$ cat config.mk
export PLATFORM = sky130hd
export DESIGN_NAME = fetch_stage_flat
export DESIGN_NICKNAME = d
export VERILOG_FILES = /design/src/rtl/fetch_stage_if.sv /design/src/rtl/fetch_stage.sv /design/src/flat_wrapper.sv
export SDC_FILE = /design/constraint.sdc
export NUM_CORES = 1
export LEC_CHECK = 0
export ABC_AREA = 1
export BUFFER_PORTS_ARGS = -buffer_cell sky130_fd_sc_hd__buf_2
export CAP_MARGIN = 40
export CORE_UTILIZATION = 40
export DETAILED_ROUTE_END_ITERATION = 6
export PLACE_DENSITY = 0.76
export SLEW_MARGIN = 20
export SYNTH_ARGS = -nofsm -noshare
export SYNTH_HDL_FRONTEND = slang
export SYNTH_SLANG_ARGS = --single-unit
export TNS_END_PERCENT = 50
$ cat constraint.sdc
create_clock -name clk -period 3 [get_ports clk]
set_clock_uncertainty 0.1 [all_clocks]
set_input_delay 0.6 -clock clk [delete_from_list [all_inputs] [get_ports clk]]
set_output_delay 0.6 -clock clk [all_outputs]
set_load 0.05 [all_outputs]
$ cat src/rtl/fetch_stage_if.sv
`default_nettype none
// ============================================================================
//  Module      : fetch_stage_if
//  Description : Instruction-memory request/response bundle between the
//                fetch stage (master) and instruction memory (slave).
//  Revision    : 1.0 - initial release
// ============================================================================
interface fetch_stage_if;
    logic        imem_req;     // one-cycle request strobe, always accepted
    logic [31:0] imem_addr;    // request address
    logic        imem_rvalid;  // response valid, once per request, in order
    logic [31:0] imem_rdata;   // response word

    modport master (
        output imem_req,
        output imem_addr,
        input  imem_rvalid,
        input  imem_rdata
    );

    modport slave (
        input  imem_req,
        input  imem_addr,
        output imem_rvalid,
        output imem_rdata
    );
endinterface
`default_nettype wire

$ cat src/rtl/fetch_stage.sv
`default_nettype none
// ============================================================================
//  Module      : fetch_stage
//  Description : RV32I instruction fetch with IF/ID pipeline register.
//                Single outstanding imem request, decode stall handling via
//                a one-word hold buffer, and EX redirects that drain any
//                response still in flight for a killed request.
//  Revision    : 1.0 - initial release
// ============================================================================
module fetch_stage #(
    parameter logic [31:0] RESET_PC  = 32'h0000_0000,
    parameter logic [31:0] NOP_INSTR = 32'h0000_0013
) (
    input  wire logic        clk,
    input  wire logic        rst_n,
    input  wire logic        stall,
    input  wire logic        redirect,
    input  wire logic [31:0] redirect_pc,
    fetch_stage_if.master    imem,
    output logic      [31:0] instr_out,
    output logic      [31:0] pc_out,
    output logic             instr_valid
);

    // FETCH: request on the bus this cycle
    // WAIT : request outstanding, response not yet seen
    // HOLD : response captured while decode was stalled
    // DRAIN: outstanding response belongs to a killed request
    localparam logic [1:0] c_FETCH = 2'd0;
    localparam logic [1:0] c_WAIT  = 2'd1;
    localparam logic [1:0] c_HOLD  = 2'd2;
    localparam logic [1:0] c_DRAIN = 2'd3;

    logic [1:0]  r_state;
    logic [31:0] r_pc;
    logic [31:0] r_hold_buf;
    logic [31:0] r_instr;
    logic [31:0] r_pc_out;
    logic        r_valid;
    logic [31:0] w_pc_plus4;

    // Sequential PC increment wraps naturally at 32 bits.
    assign w_pc_plus4 = r_pc + 32'd4;

    // Request strobe is masked by reset so nothing is issued while held.
    assign imem.imem_req  = (r_state == c_FETCH) && rst_n;
    assign imem.imem_addr = r_pc;

    assign instr_out   = r_instr;
    assign pc_out      = r_pc_out;
    assign instr_valid = r_valid;

    // Fetch FSM, PC, hold buffer and IF/ID register; redirect outranks
    // stall and response, and a non-stalled cycle with nothing to deliver
    // loads a bubble while pc_out keeps its last value.
    always_ff @(posedge clk) begin
        if (!rst_n) begin
            r_state    <= c_FETCH;
            r_pc       <= RESET_PC;
            r_hold_buf <= 32'd0;
            r_instr    <= NOP_INSTR;
            r_pc_out   <= RESET_PC;
            r_valid    <= 1'b0;
        end else if (redirect) begin
            r_pc    <= redirect_pc;
            r_instr <= NOP_INSTR;
            r_valid <= 1'b0;
            case (r_state)
                c_FETCH: r_state <= c_DRAIN;
                c_WAIT:  r_state <= imem.imem_rvalid ? c_FETCH : c_DRAIN;
                c_HOLD:  r_state <= c_FETCH;
                default: r_state <= imem.imem_rvalid ? c_FETCH : c_DRAIN;
            endcase
        end else begin
            case (r_state)
                c_FETCH: begin
                    r_state <= c_WAIT;
                    if (!stall) begin
                        r_instr <= NOP_INSTR;
                        r_valid <= 1'b0;
                    end
                end
                c_WAIT: begin
                    if (imem.imem_rvalid && !stall) begin
                        r_instr  <= imem.imem_rdata;
                        r_pc_out <= r_pc;
                        r_valid  <= 1'b1;
                        r_pc     <= w_pc_plus4;
                        r_state  <= c_FETCH;
                    end else if (imem.imem_rvalid) begin
                        r_hold_buf <= imem.imem_rdata;
                        r_state    <= c_HOLD;
                    end else if (!stall) begin
                        r_instr <= NOP_INSTR;
                        r_valid <= 1'b0;
                    end
                end
                c_HOLD: begin
                    if (!stall) begin
                        r_instr  <= r_hold_buf;
                        r_pc_out <= r_pc;
                        r_valid  <= 1'b1;
                        r_pc     <= w_pc_plus4;
                        r_state  <= c_FETCH;
                    end
                end
                default: begin
                    if (imem.imem_rvalid) begin
                        r_state <= c_FETCH;
                    end
                    if (!stall) begin
                        r_instr <= NOP_INSTR;
                        r_valid <= 1'b0;
                    end
                end
            endcase
        end
    end

endmodule
`default_nettype wire

$ cat src/flat_wrapper.sv
// flat-port wrapper written by rule: the top's interface ports become plain ports
module fetch_stage_flat 
#(
    parameter logic [31:0] RESET_PC  = 32'h0000_0000,
    parameter logic [31:0] NOP_INSTR = 32'h0000_0013
)
  (clk, rst_n, stall, redirect, redirect_pc, instr_out, pc_out, instr_valid, imem_imem_req, imem_imem_addr, imem_imem_rvalid, imem_imem_rdata);
  fetch_stage_if imem_i ();
  input  wire logic clk;
  input  wire logic rst_n;
  input  wire logic stall;
  input  wire logic redirect;
  input  wire logic [31:0] redirect_pc;
  output logic      [31:0] instr_out;
  output logic      [31:0] pc_out;
  output logic instr_valid;
  output wire logic [$bits(imem_i.imem_req)-1:0] imem_imem_req;
  output wire logic [$bits(imem_i.imem_addr)-1:0] imem_imem_addr;
  input wire logic [$bits(imem_i.imem_rvalid)-1:0] imem_imem_rvalid;
  input wire logic [$bits(imem_i.imem_rdata)-1:0] imem_imem_rdata;
  assign imem_imem_req = imem_i.imem_req;
  assign imem_imem_addr = imem_i.imem_addr;
  assign imem_i.imem_rvalid = imem_imem_rvalid;
  assign imem_i.imem_rdata = imem_imem_rdata;
  fetch_stage #(.RESET_PC(RESET_PC), .NOP_INSTR(NOP_INSTR)) u_core (.clk(clk), .rst_n(rst_n), .stall(stall), .redirect(redirect), .redirect_pc(redirect_pc), .imem(imem_i), .instr_out(instr_out), .pc_out(pc_out), .instr_valid(instr_valid));
endmodule
# Word-level counts from Yosys, hierarchy flattened
# Index checks and enable logic that the tools add are counted.
# word_totals
ff_bits	131
elab_cells	56
# classes
addsub	1
n_eq_ne	8
mux	25
bitwise_logic	3
reduce_logical	13
# op_table
op	n
32-bit two-way mux	9
32-bit one-hot mux with 2 select lines	3
32-bit by 3-bit adder with 32-bit output, second input constant	1
2-bit two-way mux	6
4-bit AND reduction	2
3-bit by 2-bit != test with 1-bit output, second input constant	2
2-bit one-hot mux with 3 select lines	1
3-bit AND reduction	2
5-bit nonzero test	1
1-bit two-way mux	4
4-bit by 3-bit != test with 1-bit output, second input constant	1
2-bit one-hot mux with 2 select lines	1
3-bit != test, second input constant	1
1-bit inverter	3
3-bit nonzero test	1
2-bit by 1-bit equality test with 1-bit output, second input constant	1
2-bit equality test, second input constant	1
1-bit logical AND	2
2-bit zero test	1
2-bit by 1-bit != test with 1-bit output, second input constant	1
2-bit != test, second input constant	1
1-bit one-hot mux with 2 select lines	1
2-bit AND reduction	1
2-bit nonzero test	1
other kinds (2)	2

# Longest topological paths before layout
# Gate-level depths: netlist of the first run.
# depth
ltp_word	5
depth_mapped	14

# Least setup slack after synthesis of the first run
# OpenSTA, ideal clock, no wires.
# synth_timing
kind	input port to output port
start	in rst_n
end	out imem_imem_req
arrival_ns	1.511
path_slack_ns	0.789
path_stages	4
path_cell_list	clkbuf_1 buf_1 nand2_1 inv_1
# synth_between
elab_chain_len	1
# synth_rtl
item	line_no	text
start, declared	flat_wrapper.sv:10	input wire logic rst_n;
1-bit logical AND	fetch_stage.sv:46	assign imem.imem_req = (r_state == c_FETCH) && rst_n;
end, declared	flat_wrapper.sv:17	output wire logic [$bits(imem_i.imem_req)-1:0] imem_imem_req;
# Every way passes these cells.

# Worst setup path in the final report of the first run
# layout_timing
start	reg u_core.r_state[1]
end	reg u_core.r_instr[16] (netlist: u_core.instr_out[16])
# layout_between
elab_chain_len	3
elab_cells_between_ends	6
# layout_rtl
item	line_no	text
start, declared	fetch_stage.sv:34	logic [1:0] r_state;
start signal, assigned	fetch_stage.sv:58	r_state <= c_FETCH;
start signal, assigned	fetch_stage.sv:69	c_FETCH: r_state <= c_DRAIN;
start signal, assigned	fetch_stage.sv:70	c_WAIT: r_state <= imem.imem_rvalid ? c_FETCH : c_DRAIN;
2-bit by 1-bit equality test with 1-bit output or 2-bit equality test (tied branches)	fetch_stage.sv:75	case (r_state)
3-bit by 2-bit != test with 1-bit output (no line) or 2-bit != test (tied branches)	-	
2-bit AND reduction (no line)	-	
end signal, assigned	fetch_stage.sv:85	r_instr <= imem.imem_rdata;
end signal, assigned	fetch_stage.sv:100	r_instr <= r_hold_buf;
end, declared	fetch_stage.sv:37	logic [31:0] r_instr;
# Several ways; a longest one is shown, not always the timed one.
# A chain may end at the register's enable or synchronous reset.

==> results of run 1 <==
==> cell families after synthesis <==
logic type / Yosys count / share of synthesized area [%]
AOI/OAI and AO/OA: 205 / 19.5
xor gates and xnor gates: 7 / 1.01
adders and majority gates: 5 / 1.03
buffers and inverters: 110 / 7.64
DFF: 131 / 43.4
and+or+nand+nor: 398 / 27.4
==> layer usage <==
metal | up-vias | GRT usage, % | share of wire [%]
met5 | - | 0 | 0.072
met2 | 251 | 36.5 | 45
li1 | 3134 | - | -
met4 | 2 | 8.03 | 1.5
met1 | 2914 | 31.9 | 46
met3 | 23 | 5.95 | 7.9
==> report_power, final <==
| group | switching [mW] | internal, mW |
|---|---|---|
| Combinational | 0.916 | 0.303 |
| Clock | 0.746 | 1.42 |
| Sequential | 0.111 | 1.87 |
==> sequential cells by signal, summed over array words and instances (netlist names) <==
| signal | cells |
|---|---|
| u_core.r_hold_buf | 32 |
| u_core.instr_out | 32 |
| u_core.pc_out | 32 |
| u_core.imem.imem_addr | 32 |
| u_core.r_state | 2 |
| u_core.instr_valid | 1 |
==> through the flow <==
step / cells / power [mW] / hold WS (ps) / instance area (µm²)
after floorplan: 856 / 2.91 / 364 / 6050
after global placement: 1172 / 3.22 / 353 / 6990
after detailed placement: 1172 / 3.23 / 352 / 6990
after CTS: 1204 / 5.40 / 309 / 7610
after global routing: 1204 / 5.59 / 326 / 7610
final: 1204 / 5.37 / 326 / 7610
==> Yosys cell counts (2+ instances only) <==
cell type  count  share of area (%)
nor2_1       124                7.7
a21oi_1       78                6.5
buf_2         10               0.83
o211ai_1       2               0.25
o21bai_1       2               0.25
buf_4          5               0.62
nand3_1       45                3.7
clkbuf_1      25                1.6
buf_6          2               0.37
nand4_1        8               0.83
inv_2          6               0.37
xnor2_1        3               0.43
a211oi_2       3               0.62
dfxtp_1      131                 43
o21ai_1       39                3.2
o21ai_0       46                3.8
a31oi_1        8               0.83
a22oi_1        5               0.62
inv_1         55                3.4
a32o_1        16                2.6
buf_1          5               0.31
nand2_2        3               0.31
nand2_1      193                 12
ha_1           5                1.0
xor2_1         4               0.58
nor2_4         3               0.56
nor3_1        10               0.83
nor2_2         8               0.83
o21a_1         3               0.37
==> critical path, cell delays in order (launching register included) <==
cell and delay [ps]:
dfxtp_1 310, inv_1 140, ha_1 330, nand2_2 130, inv_2 290, nand2_1 370
o21ai_0 300, nand2_1 80, a21oi_1 120
==> final timing paths <==
| check | cells past startpoint | to | startpoint |
|---|---|---|---|
| setup / recovery | 8 | u_core.instr_out[16]$_SDFFE_PP0P_ | u_core.r_state[1]$_SDFFE_PN0P_ |
| hold / removal | 3 | u_core.r_hold_buf[3]$_SDFFE_PN0P_ | imem_imem_rdata[3] |
| setup reg to reg | 8 | u_core.instr_out[16]$_SDFFE_PP0P_ | u_core.r_state[1]$_SDFFE_PN0P_ |
| hold reg to reg | 2 | u_core.instr_out[15]$_SDFFE_PP0P_ | u_core.instr_out[15]$_SDFFE_PP0P_ |
==> final cells by class <==
class                           instances  area share [%]
Inverter                               63            3.14
Timing Repair Buffer                  179            12.2
Multi-Input combinational cell        615            39.0
Sequential cell                       131            34.5
Tap cell                              184            3.03
Clock inverter                         11            2.07
Clock buffer                           21            6.05
==> run_results.csv, run 1 <==
group,metric,value,unit
drt,viasPerCell,5.25,
critical_path,crit_fanout,18,
sta,fmax,0.444,GHz
outcome,outcome,"finished, violations left",
global_routing,antenna_found_initial,1,
finish,regArea,2620,µm²
placement,place.gp.congestion,0.925,
clock_network,cts_tree,"done",
finish,area_growth,25.8,%
sta,tns,0,ps
floorplanning,design.die.area,15600,µm²
logic_synthesis,dominantRegCellSynth,"dfxtp_1",
logic_synthesis,ys_types,38,
drt,postRouteAntennaNets,0,
global_routing,grt_max_degree,56,
sta,period_needed,2250,ps
clock_network,clkTransAtPathRegs,60,ps
hold_path,hold_class,"in -> reg",
critical_path,critPathArrivalTime,2500,ps
floorplanning,die_h,125,µm
global_routing,grt_pass1_vias,5736,
clock_network,cts-htree-levels,4,
floorplanning,start_util,41.3,%
finish,antenna_cells,0,
critical_path,r2r_setup_slack,750,ps
clock_network,cts_hold_buf,0,
clock_network,cts_resized,0,
global_routing,overflow,0,
clock_network,clock_latency,410,ps
sta,relSlewSlack,57.7,%
finish,final_common_cell,"nand2_1",
placement,place_ws,761,ps
logic_synthesis,synth_area,6050,µm²
floorplanning,core_area,14600,µm²
drt,wl,18100,µm
critical_path,crit_required,3250,ps
sta,hold_viol_final,0,
clock_network,clockRootBuffer,"clkbuf_16",
outcome,violations,"design-rule violations",
finish,drive_gt1_share,23.4,%
drt,avgRoutedWirePerCell,15.0,µm
critical_path,crit_path_start_kind,"flip-flop",
placement,hpwl,12500,µm
global_routing,grt_pass1_wl,29300,µm
logic_synthesis,ys_seq_elements,131,
drt,vias,6324,
clock_network,clockBufferDepth,2,
sta,finalSetupViolCount,0,
sta,worst_pin_slew,630,ps
logic_synthesis,synth-edff-count,0,
sta,grt_setup_unrepaired,"false",
placement,numPortBuffers,166,
sta,finalMaxSlewViolations,0,
finish,multi_input_area,2970,µm²
sta,fin_ws,747,ps
floorplanning,die_x,125,µm
job,max-cap-violations,0,
critical_path,criticalPathCategory,"reg -> reg",
clock_network,cts_setup_buffers,0,
sta,period_share,75.1,%
logic_synthesis,ys_async_sr_fraction,0,%
clock_network,cts_made_buffers,17,
floorplanning,std_cell_rows,44,
logic_synthesis,postSynthAreaPerCell,7.06,µm²
pwr,vdd_drop_max,0.386,mV
drt,dr.pass1.iters,7,
logic_synthesis,ys_seq_area_share,43.4,%
global_routing,grt_use_total,23.6,%
finish,final_cell_mix,"193 x nand2_1, 166 x buf_2, 131 x dfxtp_1",
logic_synthesis,ys_warn_count,0,
drt,route.detailed.drc,18,
finish,fin_util,51.9,%
pwr,power.leakage,3.40,nW
critical_path,critPathCaptureType,"flip-flop",
finish,nets,1081,
finish,n_fill_cell,1474,
logic_synthesis,syn_inst,856,
clock_network,clock_sinks,131,
logic_synthesis,syn_nets,930,
floorplanning,ioPinCount,167,
pwr,p_per_area,706,nW/µm²
drt,drt_iter0_drc,493,
No activity file was read; power rests on OpenSTA's default activity.
==> run 2, diff against run 1 <==
==> constraint.sdc (replaced) <==
create_clock -name clk -period 2.2 [get_ports clk]
set_clock_uncertainty 0.1 [all_clocks]
set_input_delay 0.44 -clock clk [delete_from_list [all_inputs] [get_ports clk]]
set_output_delay 0.44 -clock clk [all_outputs]
set_load 0.05 [all_outputs]
==> run_results.csv, run 2 (same netlist as run 1, synthesis figures left out) <==
group,metric,value,unit
outcome,outcome,"finished, violations left",
outcome,violations,"design-rule violations",
placement,place_inst,1180,
clock_network,clockBufferDepth,2,
critical_path,crit_fanout,27,
sta,grt_setup_unrepaired,"false",
sta,whs,166,ps
finish,area_growth,27.3,%
hold_path,hold_class,"in -> reg",
pwr,swShare,33.6,%
placement,post_dp_cell_area,7110,µm²
critical_path,critPathCaptureType,"flip-flop",
sta,fin_ws,199,ps
finish,fin_area,7700,µm²
pwr,vdd_drop_max,0.626,mV
floorplanning,ioPinCount,167,
critical_path,crit_required,2440,ps
drt,wl,18100,µm
global_routing,antenna_found_initial,0,
global_routing,grt_pass1_wl,29000,µm
clock_network,cts_setup_buffers,0,
sta,worst_pin_slew,372,ps
clock_network,cts-htree-levels,4,
clock_network,clkTransAtPathRegs,60,ps
finish,drive_gt1_share,24.0,%
floorplanning,start_util,41.3,%
drt,vias,6366,
sta,finalMaxSlewViolations,0,
job,max-cap-violations,0,
global_routing,grt_use_total,23.4,%
drt,viasPerCell,5.26,
finish,nets,1089,
sta,fmax,0.500,GHz
floorplanning,std_cell_rows,44,
finish,final_cell_mix,"192 x nand2_1, 166 x buf_2, 131 x dfxtp_1",
drt,avgRoutedWirePerCell,15.0,µm
global_routing,grt_pass1_vias,5636,
clock_network,clock_latency,420,ps
sta,period_share,91.0,%
sta,hold_viol_final,0,
sta,period_needed,2000,ps
critical_path,criticalPathCategory,"reg -> reg",
placement,place_ws,177,ps
finish,final_common_cell,"nand2_1",
drt,route.detailed.drc,18,
clock_network,clock_sinks,131,
critical_path,critPathArrivalTime,2240,ps
floorplanning,die_x,125,µm
pwr,power.leakage,3.44,nW
pwr,comb_power_share,24.4,%
clock_network,clockRootBuffer,"clkbuf_16",
pwr,switchingPower,2.41,mW
pwr,power_frac_clock,38.1,%
drt,dr.pass1.iters,7,
sta,finalSetupViolCount,0,
floorplanning,die_h,125,µm
drt,postRouteAntennaNets,0,
pwr,power,7.18,mW
clock_network,cts_tree,"done",
placement,hpwl,12800,µm
finish,fin_cells,1210,
sta,tns,0,ps
finish,antenna_cells,0,
finish,fin_util,52.6,%
pwr,p_per_area,933,nW/µm²
clock_network,cts_made_buffers,17,
finish,n_fill_cell,1488,
global_routing,grt_max_degree,56,
drt,drt_iter0_drc,641,
placement,place.gp.congestion,0.974,
pwr,power.internal,4.77,mW
critical_path,crit_path_start_kind,"flip-flop",
placement,numPortBuffers,166,
global_routing,overflow,0,
floorplanning,core_area,14600,µm²
sta,relSlewSlack,75.2,%
floorplanning,design.die.area,15600,µm²
pwr,seq_power_share,37.5,%
-- run 2: cell count changes in the layout (fill, tap and decap cells not counted), moves of 2 or more --
cell | before | now
clkinv_2 | 6 | 3
clkbuf_8 | 2 | 7
buf_12 | 0 | 5
bufinv_16 | 4 | 1
buf_6 | 0 | 2
-- run 2: timing repair --
item,in CTS,in global routing
resized for setup,0,4
hold buffers,0,0
endpoints found under the hold margin,0,0
endpoints found under the setup margin,0,16
-- run 2: area by class of cell --
type,instances,area (µm²),area share (%)
Clock inverter,4,45.0,0.585
Timing Repair Buffer,187,1060,13.8
Inverter,63,241,3.14
Sequential cell,131,2620,34.1
Clock buffer,26,529,6.88
Multi-Input combinational cell,615,2970,38.6
Tap cell,184,230,2.99
-- run 2: metal layers --
metal  global-route usage, %  vias up  share of wire [%]
met1                    33.1     2938                 48
met3                    5.65       25                7.3
met5                       0        -                  0
met4                    8.54        0                1.7
li1                        -     3159                  -
met2                    34.7      244                 43
-- run 2: path summary, 6_finish.rpt --
kind                                    start  slack [ps]  cells after the start                               endpoint
max reg2reg    u_core.r_state[1]$_SDFFE_PN0P_         200                      9  u_core.imem.imem_addr[8]$_SDFFE_PN0P_
max            u_core.r_state[1]$_SDFFE_PN0P_         200                      9  u_core.imem.imem_addr[8]$_SDFFE_PN0P_
min                       imem_imem_rdata[21]         170                      3     u_core.r_hold_buf[21]$_SDFFE_PN0P_
min reg2reg  u_core.instr_out[3]$_SDFFE_PP0P_         360                      2       u_core.instr_out[3]$_SDFFE_PP0P_
-- run 2: power by group through the flow --
| stage | clock network, mW | logic, mW | registers, mW |
|---|---|---|---|
| 3_3_place_gp | 0 | 1.72 | 2.74 |
| 6_report | 2.73 | 1.75 | 2.69 |
| 2_1_floorplan | 0 | 0.753 | 3.21 |
| 5_1_grt | 2.89 | 1.89 | 2.71 |
| 3_5_place_dp | 0 | 1.73 | 2.74 |
| 4_1_cts | 2.78 | 1.74 | 2.69 |
-- run 2: critical path: stages, from the launching register on --
cell and delay (ps):
dfxtp_1 310, inv_1 120, ha_1 350, nor2_2 90, nor2_2 170, nand3_2 150
inv_4 170, buf_12 190, nand3_1 110, a31oi_1 160
==> run 3, diff against run 2 <==
--- a/config.mk
+++ b/config.mk
@@ -5,9 +5,9 @@
 export SDC_FILE = /design/constraint.sdc
 export NUM_CORES = 1
 export LEC_CHECK = 0
-export ABC_AREA = 1
 export BUFFER_PORTS_ARGS = -buffer_cell sky130_fd_sc_hd__buf_2
 export CAP_MARGIN = 40
+export CORE_ASPECT_RATIO = 0.9
 export CORE_UTILIZATION = 40
 export DETAILED_ROUTE_END_ITERATION = 6
 export PLACE_DENSITY = 0.76
==> run_results.csv, run 3 <==
group,metric,value,unit
logic_synthesis,ys_types,50,
critical_path,critPathArrivalTime,2360,ps
clock_network,cts_made_buffers,17,
pwr,power_frac_clock,46.6,%
placement,hpwl,11000,µm
sta,period_share,96.2,%
critical_path,crit_path_start_kind,"flip-flop",
logic_synthesis,synth_most_common_cell,"nand2_1",
clock_network,clockRootBuffer,"clkbuf_16",
logic_synthesis,syn_nets,773,
floorplanning,start_util,41.7,%
sta,fmax,0.473,GHz
pwr,power.leakage,3.02,nW
clock_network,cts_resized,0,
sta,hold_viol_final,0,
floorplanning,core_area,13600,µm²
job,max-cap-violations,0,
pwr,p_per_area,858,nW/µm²
logic_synthesis,synth-edff-count,0,
drt,avgRoutedWirePerCell,15.2,µm
clock_network,cts_tree,"done",
drt,wl,16200,µm
sta,period_needed,2120,ps
critical_path,crit_slowest_cell,"or4_1",
floorplanning,std_cell_rows,40,
logic_synthesis,ys_warn_count,0,
critical_path,slowest_delay,540,ps
finish,area_growth,32.6,%
global_routing,grt_pass1_vias,5181,
finish,drive_gt1_share,28.5,%
logic_synthesis,syn_inst,699,
critical_path,criticalPathCategory,"reg -> reg",
critical_path,critPathCaptureType,"flip-flop",
logic_synthesis,synth.top_cell.area_share,46.2,%
floorplanning,ioPinCount,167,
logic_synthesis,synth_area,5680,µm²
finish,nets,938,
placement,numPortBuffers,166,
pwr,power.internal,4.78,mW
outcome,outcome,"finished clean",
drt,route.detailed.drc,0,
global_routing,grt_use_total,22.2,%
finish,n_fill_cell,1315,
hold_path,hold_class,"in -> reg",
clock_network,cts-htree-levels,4,
clock_network,cts_hold_buf,0,
sta,finalMaxSlewViolations,0,
drt,drt_iter0_drc,430,
critical_path,cp_num_buf_inv,2,
drt,vias,5747,
drt,dr.pass1.iters,5,
clock_network,clockBufferDepth,2,
sta,finalSetupViolCount,0,
finish,final_cell_mix,"166 x buf_2, 142 x nand2_1, 128 x dfxtp_1",
drt,postRouteAntennaNets,0,
logic_synthesis,postSynthAreaPerCell,8.12,µm²
pwr,comb_power_share,14.3,%
global_routing,antenna_found_initial,1,
sta,grt_setup_unrepaired,"false",
sta,whs,162,ps
floorplanning,die_x,128,µm
critical_path,crit_fanout,8,
pwr,vdd_drop_max,0.522,mV
logic_synthesis,ys_async_sr_fraction,0,%
clock_network,clock_latency,420,ps
critical_path,path_delay_family,"simple AND/OR/NAND/NOR gates",
clock_network,cts_setup_buffers,0,
drt,viasPerCell,5.39,
logic_synthesis,ys_top_cells_by_count,"142 x nand2_1, 131 x dfxtp_1, 84 x a21oi_1",
logic_synthesis,dominantRegCellSynth,"dfxtp_1",
logic_synthesis,yosysTopAreaCell,"dfxtp_1",
logic_synthesis,ys_seq_elements,131,
global_routing,overflow,0,
global_routing,grt_max_degree,72,
critical_path,crit_required,2440,ps
logic_synthesis,netlist_top_cells_area,"dfxtp_1 46%, nand2_1 9.4%, a21oi_1 7.4%, a2bb2oi_1 4.6%, a22oi_1 3.8%",
logic_synthesis,ys_seq_area_share,46.2,%
placement,place.gp.congestion,0.808,
sta,tns,0,ps
sta,worst_pin_slew,423,ps
pwr,seq_power_share,39.1,%
clock_network,clock_sinks,131,
finish,final_common_cell,"buf_2",
clock_network,clkTransAtPathRegs,60,ps
floorplanning,design.die.area,14700,µm²
floorplanning,die_h,115,µm
critical_path,worstPathCellList,"inv_1 -> ha_1 -> mux2i_2 -> buf_4 -> or4_1 -> or3_1 -> a31oi_1",
sta,relSlewSlack,71.4,%
pwr,swShare,25.9,%
global_routing,grt_pass1_wl,25800,µm
pwr,switchingPower,1.67,mW
run 3: through the flow:
| step | utilization (%) | worst slack [ps] | total power, mW | std cells | area [µm²] |
|---|---|---|---|---|---|
| 6_report | 55.3 | 84.3 | 6.46 | 1066 | 7530 |
| 5_1_grt | 55.3 | 3.95 | 6.68 | 1066 | 7530 |
| 4_1_cts | 55.2 | 72.5 | 6.50 | 1065 | 7510 |
| 3_5_place_dp | 50.5 | 78.2 | 3.49 | 1034 | 6880 |
| 3_3_place_gp | 50.5 | 153 | 3.48 | 1034 | 6880 |
| 2_1_floorplan | - | -25.0 | 3.18 | 699 | 5680 |
run 3: worst paths after layout:
check                                 start                                     end  slack (ps)  cells after the start
min reg2reg  u_core.pc_out[26]$_SDFFE_PN0P_          u_core.pc_out[26]$_SDFFE_PN0P_         350                      2
max reg2reg  u_core.r_state[1]$_SDFFE_PN0P_  u_core.imem.imem_addr[14]$_SDFFE_PN0P_          80                      7
max          u_core.r_state[1]$_SDFFE_PN0P_  u_core.imem.imem_addr[14]$_SDFFE_PN0P_          80                      7
min                         redirect_pc[18]  u_core.imem.imem_addr[18]$_SDFFE_PN0P_         160                      3
run 3: logic make-up after synthesis:
family                     Yosys count  synth area share, %
muxes                                5                0.948
AOI/OAI and AO/OA                  207                 23.2
and+or+nand+nor                    276                 22.7
DFF                                131                 46.2
adders and majority gates            5                 1.10
xor gates and xnor gates            10                 1.54
buffers and inverters               65                 4.36
run 3: worst min-delay path, stage by stage:
cell	delay [ps]
buf_2	70
nand3_1	60
nand3_1	70
run 3: cell type report:
| cell class | instances | area [µm²] | share of cell area [%] |
|---|---|---|---|
| multi-input cells | 503 | 2830 | 37.6 |
| flip-flops and latches | 131 | 2630 | 34.9 |
| repair buffers | 203 | 1160 | 15.4 |
| clock buffers | 22 | 484 | 6.43 |
| well taps | 189 | 236 | 3.14 |
| clock inverters | 9 | 151 | 2.01 |
| inverters | 8 | 30.0 | 0.399 |
| diodes | 1 | 2.50 | 0.0333 |
run 3: power by group through the flow:
stage / logic (mW) / registers, mW / clock network, mW
6_report: 0.921 / 2.52 / 3.01
5_1_grt: 0.991 / 2.53 / 3.16
4_1_cts: 0.921 / 2.52 / 3.06
3_5_place_dp: 0.919 / 2.57 / 0
3_3_place_gp: 0.911 / 2.57 / 0
2_1_floorplan: 0.415 / 2.76 / 0
run 3: routing by layer:
layer	wire length (µm)	up-vias	global-route usage, %
met4	259	0	9.02
met2	7330	195	33.7
met3	931	21	5.91
li1	-	2832	-
met5	0	-	0
met1	7650	2699	30.0
